### config.mk
export PLATFORM = sky130hd
export DESIGN_NAME = sample_iterator
export DESIGN_NICKNAME = d
export VERILOG_FILES = /design/src/rtl/sample_iterator.sv
export SDC_FILE = /design/constraint.sdc
export NUM_CORES = 1
export LEC_CHECK = 0
export CAP_MARGIN = 5
export CORE_AREA = 2 2 293 295
export DETAILED_ROUTE_END_ITERATION = 16
export DIE_AREA = 0 0 295 297
export DONT_BUFFER_PORTS = 1
export SYNTH_ARGS = -nofsm -noshare
export SYNTH_HDL_FRONTEND = slang
export SYNTH_SLANG_ARGS = --single-unit
### constraint.sdc
create_clock -name clk -period 10.5 [get_ports clk]
set_input_delay 2.1 -clock clk [delete_from_list [all_inputs] [get_ports clk]]
set_output_delay 2.1 -clock clk [all_outputs]
set_load 0.05 [all_outputs]
### src/rtl/sample_iterator.sv
// Walks the bounding box of a triangle in raster order and emits one sample per cycle.
// Optional macro SAMPLE_ITERATOR_SCREEN_CLAMP_EN clamps the box to the screen at acceptance.
module sample_iterator #(
  parameter int SIGFIG   = 24,
  parameter int RADIX    = 10,
  parameter int VERTS    = 3,
  parameter int AXIS     = 3,
  parameter int COLORS   = 3,
  parameter int SCREEN_W = 1024 << RADIX,
  parameter int SCREEN_H = 1024 << RADIX
) (
  input  logic                                      clk,
  input  logic                                      rst,
  input  logic signed [VERTS-1:0][AXIS-1:0][SIGFIG-1:0] tri_R14S,
  input  logic        [COLORS-1:0][SIGFIG-1:0]      color_R14U,
  input  logic signed [1:0][1:0][SIGFIG-1:0]        box_R14S,
  input  logic        [SIGFIG-1:0]                  step_R14U,
  input  logic                                      validTri_R14H,
  output logic                                      halt_RnnnnL,
  output logic signed [VERTS-1:0][AXIS-1:0][SIGFIG-1:0] tri_R16S,
  output logic        [COLORS-1:0][SIGFIG-1:0]      color_R16U,
  output logic signed [1:0][SIGFIG-1:0]             sample_R16S,
  output logic                                      validSamp_R16H
);

  // Sign extension plus a guard bit, so position + full-range step can never wrap.
  localparam int EXT = SIGFIG + 2;

`ifdef SAMPLE_ITERATOR_SCREEN_CLAMP_EN
  localparam bit ClampEn = 1'b1;
`else
  localparam bit ClampEn = 1'b0;
`endif

  localparam logic        [SIGFIG-1:0] UnitStep = SIGFIG'(1) << RADIX;
  localparam logic signed [EXT-1:0]    MaxX     = EXT'(SCREEN_W - 1);
  localparam logic signed [EXT-1:0]    MaxY     = EXT'(SCREEN_H - 1);

  typedef enum logic {
    IDLE = 1'b0,
    TEST = 1'b1
  } state_t;

  function automatic logic signed [EXT-1:0] extS(input logic signed [SIGFIG-1:0] v);
    return {{2{v[SIGFIG-1]}}, v};
  endfunction

  state_t                                       state_q;
  logic                                         halt_q;
  logic                                         validSamp_q;
  logic signed [1:0][SIGFIG-1:0]                sample_q;
  logic signed [VERTS-1:0][AXIS-1:0][SIGFIG-1:0] tri_q;
  logic        [COLORS-1:0][SIGFIG-1:0]         color_q;
  logic        [SIGFIG-1:0]                     llX_q;
  logic signed [EXT-1:0]                        urX_q;
  logic signed [EXT-1:0]                        urY_q;
  logic signed [EXT-1:0]                        step_q;

  logic signed [EXT-1:0] llX_d;
  logic signed [EXT-1:0] llY_d;
  logic signed [EXT-1:0] urX_d;
  logic signed [EXT-1:0] urY_d;
  logic signed [EXT-1:0] step_d;
  logic                  dropTri;
  logic signed [EXT-1:0] sumX;
  logic signed [EXT-1:0] sumY;
  logic                  endOfRow;
  logic                  endOfBox;

  // Box as seen at acceptance, after optional screen clamping, and the raster step arithmetic.
  always_comb begin
    llX_d  = extS(box_R14S[0][0]);
    llY_d  = extS(box_R14S[0][1]);
    urX_d  = extS(box_R14S[1][0]);
    urY_d  = extS(box_R14S[1][1]);
    step_d = {2'b00, (step_R14U == '0) ? UnitStep : step_R14U};
    if (ClampEn) begin
      if (llX_d[EXT-1]) llX_d = '0;
      if (llY_d[EXT-1]) llY_d = '0;
      if (urX_d > MaxX) urX_d = MaxX;
      if (urY_d > MaxY) urY_d = MaxY;
    end
    dropTri  = (llX_d > urX_d) || (llY_d > urY_d);
    sumX     = extS(sample_q[0]) + step_q;
    sumY     = extS(sample_q[1]) + step_q;
    endOfRow = sumX > urX_q;
    endOfBox = endOfRow && (sumY > urY_q);
  end

  // Control and all outputs are registered together so halt and valid track the state exactly.
  always_ff @(posedge clk or negedge rst) begin
    if (!rst) begin
      state_q     <= IDLE;
      halt_q      <= 1'b1;
      validSamp_q <= 1'b0;
      sample_q    <= '0;
      tri_q       <= '0;
      color_q     <= '0;
      llX_q       <= '0;
      urX_q       <= '0;
      urY_q       <= '0;
      step_q      <= '0;
    end else begin
      case (state_q)
        IDLE: begin
          if (validTri_R14H) begin
            tri_q       <= tri_R14S;
            color_q     <= color_R14U;
            llX_q       <= llX_d[SIGFIG-1:0];
            urX_q       <= urX_d;
            urY_q       <= urY_d;
            step_q      <= step_d;
            sample_q[0] <= llX_d[SIGFIG-1:0];
            sample_q[1] <= llY_d[SIGFIG-1:0];
            if (!dropTri) begin
              state_q     <= TEST;
              halt_q      <= 1'b0;
              validSamp_q <= 1'b1;
            end
          end
        end
        TEST: begin
          if (endOfBox) begin
            state_q     <= IDLE;
            halt_q      <= 1'b1;
            validSamp_q <= 1'b0;
          end else if (endOfRow) begin
            sample_q[0] <= llX_q;
            sample_q[1] <= sumY[SIGFIG-1:0];
          end else begin
            sample_q[0] <= sumX[SIGFIG-1:0];
          end
        end
        default: begin
          state_q     <= IDLE;
          halt_q      <= 1'b1;
          validSamp_q <= 1'b0;
        end
      endcase
    end
  end

  assign halt_RnnnnL    = halt_q;
  assign validSamp_R16H = validSamp_q;
  assign sample_R16S    = sample_q;
  assign tri_R16S       = tri_q;
  assign color_R16U     = color_q;

endmodule

==> results by group <==
Run status
  • Status: finished with violations
  • Failing checks: max-slew violations

Critical path
  • Worst Path Required: 10.99 ns
  • Reg-to-reg startpoint: sample_R16S[0]
  • CP Capture Type: flip-flop
  • FF-to-FF path depth: 20
  • Critical Path Source Type: flip-flop
  • CP Class: flip-flop to flip-flop
  • CP Data Arrival Time: roughly 7.1 ns
  • Reg-to-Reg End: sample_R16S[22]
  • R2R Setup Slk: between 3 and 4 ns
  • CP Max Fanout: 19

Placed design
  • Gpl congestion: between 0.9 and 1
  • Post-place setup slack: 4.03 ns
  • Input/output buffers: 0
  • Placed cell count: ~3600
  • Detailed placer's ending HPWL: between 60000 and 70000 um

Worst hold path
  • Hold depth: 2
  • Worst hold endpoint: llX_q[18]
  • Hold_sp: llX_q[18]
  • Hold Path Class: flip-flop to flip-flop

Timing
  • Max Clk Rate: between 150 and 200 MHz
  • Hold_ws: 0.477 ns
  • Worst setup margin: just under 4 ns
  • Final Skew: approximately 0.015 ns
  • Fin. Hold Viols: 0
  • Slew Limit Fails: 181
  • Min cycle time layout: 6.62 ns
  • Setup TNS Final: 0 ns
  • Period utilization: 0.630
  • RSZ-0062 raised after global routing: no
  • Slew Limit Headroom: -0.320
  • Worst-Margin Slew: around 2 ns
  • Finish-stage setup viols: 0

GRT
  • Remaining Overflow, GRT: 0
  • Vias in the first global route: 17200
  • Initial antenna violation count: 9
  • GRT Total Usage: 0.181
  • Largest net degree at the start of global routing: ~440
  • First-pass GRT wire length: 118000 um

Route
  • DR WL/cell: approximately 22 um
  • WL final: ~81000 um
  • Met1 WL: 31500 um
  • Met2 WL: about 40000 um
  • Top Metal Used: met5
  • DRT antenna net count: 0
  • Met3 routed WL: approximately 7100 um
  • DR vias: roughly 17000
  • Initial detailed-routing violation count: 1345
  • DRC viols: 0
  • Initial DRT Pass Iterations: 7
  • Drt via density: between 4 and 5

Synthesis
  • Predominant post-synthesis flop cell: dfrtp_1
  • Synthesis-stage register bit count: around 440
  • Sequential fraction of the synthesis area: 0.501
  • Mapped Avg Cell Area: 8.65 um^2
  • Syn. warnings: 0
  • Yosys cell types: 75
  • Async SR Flop Fraction: 1.00
  • EDFF count, synth: 0
  • Mapped cell area: around 22000 um^2
  • Post-Syn Nets: 3077
  • Syn Inst Count: between 2000 and 3000

Floorplanning
  • Die area: 87600 um^2
  • Initial Utilization: 0.257
  • Core area: around 84000 um^2
  • Die Wd: just under 300 um
  • # IOs: 749
  • Row count: roughly 110
  • Die Y: slightly below 300 um

Cells and area
  • Most frequent cells in the layout: nand2_1, dfrtp_1, ha_1
  • Non-filler cells, final: approximately 3700
  • Syn-to-layout area delta: 13.1%
  • Commonest non-fill, non-tap cell in the layout: nand2_1
  • Layout cell share with drive strength beyond 1: 0.0443
  • NumNets Final: slightly above 3000

Clock tree
  • CTS sink cnt: around 440
  • Num CTS Buffers: 51
  • CTS Hold Bufs: 0
  • Max clock buf depth: 3
  • Clock tree root driver cell: clkbuf_16
  • Clk_lat worst skew: about 0.60 ns
  • Max H-tree Level: 2
  • Postcts setup bufs: 0
  • CTS resizes: 0
  • TritonCTS clock tree: built
  • Worst-path clk slew: 0.06 ns

Power and ir drop
  • PwrDens: 393 nW/um^2
  • P_leak: between 10 and 15 nW
  • Peak VDD IR: about 0.00017 V

Job
  • # Max-Cap Violations: 0
-- registers in the layout, summed over array words and instances, names as in the netlist --
name and flops:
validSamp_R16H 1, tri_R16S 216, sample_R16S 48, halt_RnnnnL 1
state_q 1, urY_q 24, llX_q 24, color_R16U 72
urX_q 24, step_q 24
-- worst max-delay path: stages (launching register included) --
cell	delay [ns]
dfrtp_1	0.59
ha_1	0.36
fa_1	0.44
a211oi_1	0.30
o21ai_0	0.15
a31oi_1	0.40
a211o_1	0.27
o31ai_1	0.13
a21oi_1	0.16
o21bai_1	0.11
xor2_1	0.16
ha_1	0.35
nand4_1	0.16
or4_1	0.58
o211ai_1	0.24
mux2i_2	0.77
buf_4	0.38
nand2_2	0.38
o221ai_1	0.30
o21ai_0	0.12
o31a_1	0.14
-- cell type report --
type                            count  area, um^2
Tap cell                         1144        1430
Clock inverter                     26         369
Multi-Input combinational cell   1847        9970
Sequential cell                   435       10900
Clock buffer                       66        1370
Fill cell                        8980       59900
Antenna cell                        1        2.50
Inverter                          123         462
Timing Repair Buffer                9        92.6
-- logic make-up (layout without fill, tap and decap cells) --
kind of cell	Yosys count	count (layout)	synth area share
AND/OR/NAND/NOR	1251	1251	0.225
buffers and inverters	232	224	0.0415
other	0	1	0
flip-flops	435	435	0.501
XOR/XNOR	46	46	0.0189
multiplexers	51	51	0.0241
adder cells (fa/ha/maj)	152	152	0.0882
AO/OA/AOI/OAI	347	347	0.101
-- stage by stage --
step            util  power [W]  cell area (um^2)
2_1_floorplan      -    0.00670             21700
3_3_place_gp   0.270    0.00775             22800
3_5_place_dp   0.270    0.00782             22800
4_1_cts        0.291    0.00974             24600
5_1_grt        0.291     0.0103             24600
6_report       0.291    0.00966             24600
-- how the worst max path moves through the flow --
stage	startpoint	endpoint	slack, ns	cells after the start
3_5_place_dp	sample_R16S[0]	sample_R16S[22]	4.03	20
4_1_cts	sample_R16S[0]	sample_R16S[22]	3.96	20
2_1_floorplan	sample_R16S[25]	sample_R16S[19]	5.21	21
3_3_place_gp	sample_R16S[0]	sample_R16S[22]	4.10	20
6_report	sample_R16S[0]	sample_R16S[22]	3.88	20
5_1_grt	sample_R16S[8]	sample_R16S[44]	3.55	19
-- routing by layer --
metal / vias to the layer above / global-route usage
met1: 8278 / 0.211
met4: 4 / 0.0582
met2: 656 / 0.312
met3: 117 / 0.0575
li1: 8120 / -
met5: - / 0
-- power breakdown --
part,switching (W),internal (W)
sequential,0.00211,0.00216
combinational,0.00217,0.00135
clock,0.000767,0.00110
-- synthesized netlist by cell type, types with 3 or more instances --
cell type	number	area share
nand2b_1	8	0.0023
buf_6	3	0.0016
dfrtp_1	434	0.50
a21oi_1	70	0.016
nand2_1	1113	0.19
buf_2	5	0.0012
a2111oi_0	3	0.0012
o211ai_1	6	0.0021
and3_1	4	0.0012
o22ai_1	22	0.0063
o41ai_1	3	0.0012
a31oi_1	12	0.0035
nor2b_1	8	0.0023
nand4_1	20	0.0058
inv_1	122	0.021
o221ai_1	9	0.0036
buf_1	3	0.00052
a21o_1	30	0.010
xor2_1	16	0.0064
and2_1	4	0.0012
a21boi_0	3	0.0010
clkbuf_1	97	0.017
a211oi_1	22	0.0076
nor2_1	48	0.0083
nor4_1	8	0.0023
o21bai_1	9	0.0031
nor3_1	13	0.0030
ha_1	150	0.086
nand3_1	16	0.0037
o21a_1	5	0.0017
mux2i_1	49	0.023
o21ai_0	118	0.027
xnor2_1	29	0.012
Note: power is estimated with default switching activity, not from simulation.
